$ cat src/rtl/serial_borrow_subtractor.sv
// rtl/serial_borrow_subtractor.sv - bit-serial ripple-borrow subtractor with start/ready/valid handshake
module serial_borrow_subtractor #(
  parameter int WIDTH = 4
) (
  input  logic             clk,
  input  logic             rst_n,
  input  logic             start,
  input  logic [WIDTH-1:0] a,
  input  logic [WIDTH-1:0] b,
  input  logic             bin,
  output logic             ready,
  output logic [WIDTH-1:0] diff,
  output logic             bout,
  output logic             valid
);

  localparam int IW = (WIDTH > 1) ? $clog2(WIDTH) : 1;

  typedef enum logic [1:0] {IDLE, RUN, DONE} state_t;

  state_t          state, state_nx;
  logic [IW-1:0]   idx;
  logic            br;
  logic [WIDTH-1:0] a_sh, b_sh;
  logic            a_i, b_i, d_i, br_nx, last;

  // Single full-subtractor cell fed from the LSB of each operand shift register
  assign a_i   = a_sh[0];
  assign b_i   = b_sh[0];
  assign d_i   = a_i ^ b_i ^ br;
  assign br_nx = (~a_i & b_i) | (~(a_i ^ b_i) & br);
  assign last  = (idx == IW'(WIDTH - 1));

  // Handshake outputs decode straight from the state register
  assign ready = (state == IDLE);
  assign valid = (state == DONE);

  // State register
  always_ff @(posedge clk or negedge rst_n) begin
    if (!rst_n) state <= IDLE;
    else        state <= state_nx;
  end

  // Next-state logic: accept in IDLE, leave RUN after the top bit, DONE lasts one cycle
  always_comb begin
    state_nx = state;
    case (state)
      IDLE:    if (start) state_nx = RUN;
      RUN:     if (last)  state_nx = DONE;
      DONE:    state_nx = IDLE;
      default: state_nx = IDLE;
    endcase
  end

  // Datapath: latch operands on accept, then resolve one bit per RUN cycle
  always_ff @(posedge clk or negedge rst_n) begin
    if (!rst_n) begin
      idx  <= '0;
      br   <= 1'b0;
      a_sh <= '0;
      b_sh <= '0;
      diff <= '0;
      bout <= 1'b0;
    end else begin
      case (state)
        IDLE: begin
          if (start) begin
            a_sh <= a;
            b_sh <= b;
            br   <= bin;
            diff <= '0;
            idx  <= '0;
          end
        end
        RUN: begin
          diff[idx] <= d_i;
          br        <= br_nx;
          a_sh      <= a_sh >> 1;
          b_sh      <= b_sh >> 1;
          idx       <= idx + IW'(1);
          if (last) bout <= br_nx;
        end
        default: ;
      endcase
    end
  end

endmodule

$ cat config.mk
export PLATFORM = sky130hd
export DESIGN_NAME = serial_borrow_subtractor
export DESIGN_NICKNAME = d
export VERILOG_FILES = /design/src/rtl/serial_borrow_subtractor.sv
export SDC_FILE = /design/constraint.sdc
export NUM_CORES = 1
export LEC_CHECK = 0
export BUFFER_PORTS_ARGS = -buffer_cell sky130_fd_sc_hd__clkbuf_2
export CAP_MARGIN = 20
export CORE_MARGIN = 10
export CORE_UTILIZATION = 57
export CTS_CLUSTER_SIZE = 8
export DETAILED_ROUTE_END_ITERATION = 8
export PLACE_DENSITY_LB_ADDON = 0.3
export SLEW_MARGIN = 0
export SYNTH_ARGS = -nofsm -noshare
export SYNTH_HDL_FRONTEND = slang
export SYNTH_SLANG_ARGS = --single-unit
$ cat constraint.sdc
create_clock -name clk -period 3 [get_ports clk]
set_input_delay 0.15 -clock clk [delete_from_list [all_inputs] [get_ports clk]]
set_output_delay 0.15 -clock clk [all_outputs]
set_load 0.01 [all_outputs]
==> results.ini, run 1 <==
[run_status]
status=finished, final reports clean

[drt]
ant_nets=0
wl_met3_um=121
met2_length_um=831
top_layer_used=met4
wl_met1_um=891
dr.pass1.iters=4
wire_per_inst_um=15.0
drt-vias-per-instance=5.78
via_count=722
drtIter0Drc=16
wl_um=1880
post-route-drc-count=0

[layout]
fillers=130
n_antenna_cell=0
design_area_um2=1090
drive_gt1_share_pct=22.9
nets=127
area_delta_synth_final_pct=13.0

[power]
ir_worst_vdd_mv=0.571
leakagePower_nw=0.540
p_per_area_nw_per_um2=1010

[synthesis]
synth_nets=108
ys_ff_latch=18
yosys-top-cells-area=dfrtp_1, inv_1, nor4b_1
synth_top_area_share_pct=46.8
seq_area_frac_synth_pct=46.8
synth.avg_cell_area_um2=10.6
synthCells=91
yosys.area.top_type=dfrtp_1
synth_area_um2=962
ys.warnings.count=0
ys_types=23

[critical_path]
crit_chain=or2_1, inv_1, clkbuf_2
crit_fanout=25
slowest_delay_ns=0.84
critPathKind=reg2out
critPathLaunchType=flip-flop
path_delay_family=flip-flops
crit_path_end_kind=primary output
crit_required_ns=2.85
worstPathArrival_ns=1.55
slowest_stage=dfrtp_1
critPathBufInv=2

[sta]
whs_ns=0.140
fin_skew_ns=0.00147
setup_viol=0
final.setup.tns_ns=0
hold_violations=0
finalCritPeriodShare_pct=56.6
fin_crit_ns=1.70
slew_viol_final=0
max-slew-margin-rel_pct=50.2
clock.fmax_mhz=589
fin_ws_ns=1.30
rsz0062_at_grt=no
tightestPinTransition_ns=0.748

[clocking]
cts_resized=0
cts.path.max_buffers=2
cts_inserted_buffers=3
clock_latency_ns=0.29
cts_tree=yes
clkSinkCount=18
cts_hold_buf=1
root_buffer=clkbuf_4
postCtsSetupBuffers=0
clk_pin_slew_worst_paths_ns=0.10
cts_max_level=1

[global_routing]
track_usage_pct=11.8
grt_max_degree=26
grt_pass1_vias=766
grt_overflow_total=0
antenna_found_initial=0
grt_pass1_wl_um=3400

[placement]
finalWeightedCongestion=0.760
place_ws_ns=1.45
place_hpwl_um=1400
dpl-instance-area_um2=1040
io_buffers=18

[die]
die_height_um=61.1
rows=14
num_io_pins=19
fp.dieW_um=61.1
core-area_um2=1560
die_area_um2=3730
start_util_pct=61.7

[hold_path]
hp-class=in2reg

[flow_run]
cap_violations=0

registers in the layout, indices dropped and copies added, names as in the netlist:
signal,count
a_sh,4
b_sh,4
state,2
br,1
diff,4
idx,2
bout,1
cells in the mapped netlist (all sizes together):
master / n
nor2b: 2
nor4b: 6
dfrtp: 18
nand2b: 2
a21oi: 1
nand2: 8
inv: 17
o21bai: 1
buf: 5
ha: 4
mux2i: 2
a221oi: 5
fa: 1
or2: 2
o21ba: 1
o221ai: 6
and3b: 1
nand3b: 5
o221a: 1
a211oi: 1
or4b: 1
a22o: 1
cells by family after synthesis:
kind of cell             count (synthesis)  share of synthesized area (%)
AO/OA/AOI/OAI                           17                           15.6
adder cells (fa/ha/maj)                  5                           7.28
buffers and inverters                   22                           9.88
flip-flops                              18                           46.8
multiplexers                             2                           2.08
AND/OR/NAND/NOR                         27                           18.3
per-layer routing:
layer	GRT usage, %	vias up
li1	-	354
met5	0	-
met2	18.2	19
met3	3.50	4
met4	5.21	0
met1	14.8	345
placed cells by master, fill, tap and decap left out, types with 2 or more instances in the layout:
cell type	instances
nand2b_1	2
dfrtp_1	18
nor4b_1	6
nor2b_1	2
or2_1	2
a221oi_1	5
o221ai_1	6
nand2_1	8
ha_1	4
inv_1	17
nand3b_1	5
clkbuf_2	18
mux2i_1	2
clkbuf_4	3
power by group:
part	internal [mW]	switching, mW
logic	0.228	0.251
registers	0.353	0.115
clock network	0.0739	0.0721
total	0.654	0.439
layout make-up:
type                       count  area (um^2)  area share [%]
inverter                      17         63.8            5.87
clock buffer                   4         36.3            3.34
timing repair buffer          19          100            9.21
sequential                    18          450            41.4
multi-input combinational     51          417            38.3
tap                           16         20.0            1.84
stage by stage:
stage / utilization, % / instances / total power, mW
after floorplan: - / 91 / 0.832
after global placement: 66.8 / 120 / 0.932
after detailed placement: 66.8 / 120 / 0.958
after CTS: 69.7 / 125 / 1.11
after global routing: 69.7 / 125 / 1.21
final: 69.7 / 125 / 1.09
worst paths after layout:
path,slack (ns),to,start,cells past startpoint
min in group asynchronous,0.32,state[1]$_DFFE_PN0P_,rst_n,2
max in group asynchronous,2.38,diff[0]$_DFFE_PN0P_,rst_n,2
max,1.30,ready,state[0]$_DFFE_PN0P_,3
min reg2reg,0.50,a_sh[3]$_DFFE_PN0P_,a_sh[3]$_DFFE_PN0P_,2
max reg2reg,1.42,b_sh[0]$_DFFE_PN0P_,state[0]$_DFFE_PN0P_,2
min,0.14,a_sh[3]$_DFFE_PN0P_,a[3],3
tightest hold or removal path: stages:
cell and delay, ns:
clkbuf_2 0.08, nand2_1 0.05, o221ai_1 0.10
Note: power is estimated with default switching activity, not from simulation.
==> inputs of run 2 (changes only) <==
--- a/config.mk
+++ b/config.mk
@@ -8,7 +8,7 @@
 export BUFFER_PORTS_ARGS = -buffer_cell sky130_fd_sc_hd__clkbuf_2
 export CAP_MARGIN = 20
 export CORE_MARGIN = 10
-export CORE_UTILIZATION = 57
+export CORE_UTILIZATION = 47
 export CTS_CLUSTER_SIZE = 8
 export DETAILED_ROUTE_END_ITERATION = 8
 export PLACE_DENSITY_LB_ADDON = 0.3
==> constraint.sdc (replaced) <==
create_clock -name clk -period 1.5 [get_ports clk]
set_input_delay 0.075 -clock clk [delete_from_list [all_inputs] [get_ports clk]]
set_output_delay 0.075 -clock clk [all_outputs]
set_load 0.01 [all_outputs]
==> run 2 against run 1 <==
Net effect: final area grew 4.4%; count of clock-buffer cells in the layout unchanged; setup slack got worse by 1.2 ns; critical path type unchanged; clock skew rose by 0.0028 ns; highest routed layer unchanged; utilization decreased by 12 points; total power is 110% higher; clock power grew 100%; die area up 14%; critical endpoint unchanged.
==> results.ini, run 2 (synthesis gave the netlist of run 1 again) <==
[global_routing]
grt_pass1_vias=769
grt_pass1_wl_um=3440
track_usage_pct=10.1
grt_overflow_total=0
antenna_found_initial=0
grt_max_degree=19

[clocking]
clkSinkCount=18
cts.path.max_buffers=2
clk_pin_slew_worst_paths_ns=0.10
cts_tree=yes
root_buffer=clkbuf_4
cts_inserted_buffers=3
clock_latency_ns=0.29
cts_max_level=1

[critical_path]
path_delay_family=flip-flops
crit_path_end_kind=primary output
critPathLaunchType=flip-flop
startpoint=state[1]$_DFFE_PN0P_
crit_required_ns=1.42
worstPathArrival_ns=1.35
crit_fanout=7
critPathBufInv=3
crit_chain=buf_4, or2_4, inv_1, clkbuf_2
slowest_stage=dfrtp_2
reg2reg_from=state[1]$_DFFE_PN0P_
critPathKind=reg2out
slowest_delay_ns=0.46

[power]
leakagePower_nw=0.560
p_per_area_nw_per_um2=2020
ir_worst_vdd_mv=0.917

[die]
die_height_um=65.2
fp.dieW_um=65.2
core-area_um2=1960
die_area_um2=4260
start_util_pct=49.0
rows=16
num_io_pins=19

[drt]
dr.pass1.iters=4
wl_met1_um=926
drtIter0Drc=15
post-route-drc-count=0
drt-vias-per-instance=5.21
wl_met3_um=123
via_count=729
met2_length_um=925
ant_nets=0
wl_um=2000
wire_per_inst_um=14.3
top_layer_used=met4

[sta]
max-slew-margin-rel_pct=69.9
slew_viol_final=0
fin_ws_ns=0.0776
fin_skew_ns=0.00427
setup_viol=0
finalCritPeriodShare_pct=94.8
final.setup.tns_ns=0
fin_crit_ns=1.42
tightestPinTransition_ns=0.451
clock.fmax_mhz=703
hold_violations=0

[hold_path]
hold_start=b[3]
hp-class=in2reg

[layout]
nets=131
area_delta_synth_final_pct=17.9
post-route-util_pct=57.8
layout_commonest_cell=clkbuf_2
layout_common_cells=clkbuf_2, inv_1, dfrtp_1
design_area_um2=1130
reg_top3=a_sh x4, b_sh x4, diff x4
drive_gt1_share_pct=27.4
n_antenna_cell=0

[placement]
finalWeightedCongestion=0.778
place_hpwl_um=1530
dpl-instance-area_um2=1080
place_ws_ns=0.182
io_buffers=18

[run_status]
status=finished, final reports clean

[flow_run]
cap_violations=0

[run 2: area by class of cell]
type / instances / area [um^2]
fillers: 193 / 827
repair buffers: 23 / 130
clock buffers: 4 / 36.3
multi-input cells: 51 / 419
inverters: 17 / 63.8
well taps: 27 / 33.8
flip-flops and latches: 18 / 452
[run 2: final timing paths]
path,endpoint,slack (ns),cells past startpoint
min in group asynchronous,a_sh[1]$_DFFE_PN0P_,0.25,2
max in group asynchronous,state[1]$_DFFE_PN0P_,0.92,2
max reg2reg,a_sh[0]$_DFFE_PN0P_,0.12,3
min reg2reg,b_sh[3]$_DFFE_PN0P_,0.50,2
min,b_sh[3]$_DFFE_PN0P_,0.06,3
max,ready,0.08,4
[run 2: what timing repair did]
action                                  in CTS  in global routing
setup buffers                                0                  1
hold endpoints to repair                    18                  0
hold buffers                                 1                  0
endpoints found under the setup margin       1                  1
gates resized for setup                      1                  1
[run 2: where the power goes]
group | switching (mW) | leakage [nW] | internal [mW]
logic | 0.587 | 0.319 | 0.525
clock network | 0.151 | 0.0210 | 0.148
registers | 0.168 | 0.219 | 0.709
[run 2: through the flow]
| step | cells | hold slack, ns | power (mW) |
|---|---|---|---|
| 4_1_cts | 139 | 0.0604 | 2.29 |
| 5_1_grt | 140 | 0.0812 | 2.50 |
| 2_1_floorplan | 91 | -0.221 | 1.66 |
| 6_report | 140 | 0.0588 | 2.29 |
| 3_3_place_gp | 134 | 0.0454 | 1.92 |
| 3_5_place_dp | 134 | 0.0456 | 1.99 |
[run 2: layer usage]
| layer | track usage [%] | vias to the layer above |
|---|---|---|
| met5 | 0 | - |
| li1 | - | 366 |
| met3 | 3.39 | 2 |
| met2 | 15.4 | 19 |
| met1 | 12.5 | 342 |
| met4 | 4.81 | 0 |
[run 2: worst register-to-register path, delay by kind of cell, from the launching register on]
family	cells	cell delay (ns)
simple gates	1	0.52
flops	1	0.46
buf+inv	1	0.16
compound gates	1	0.13
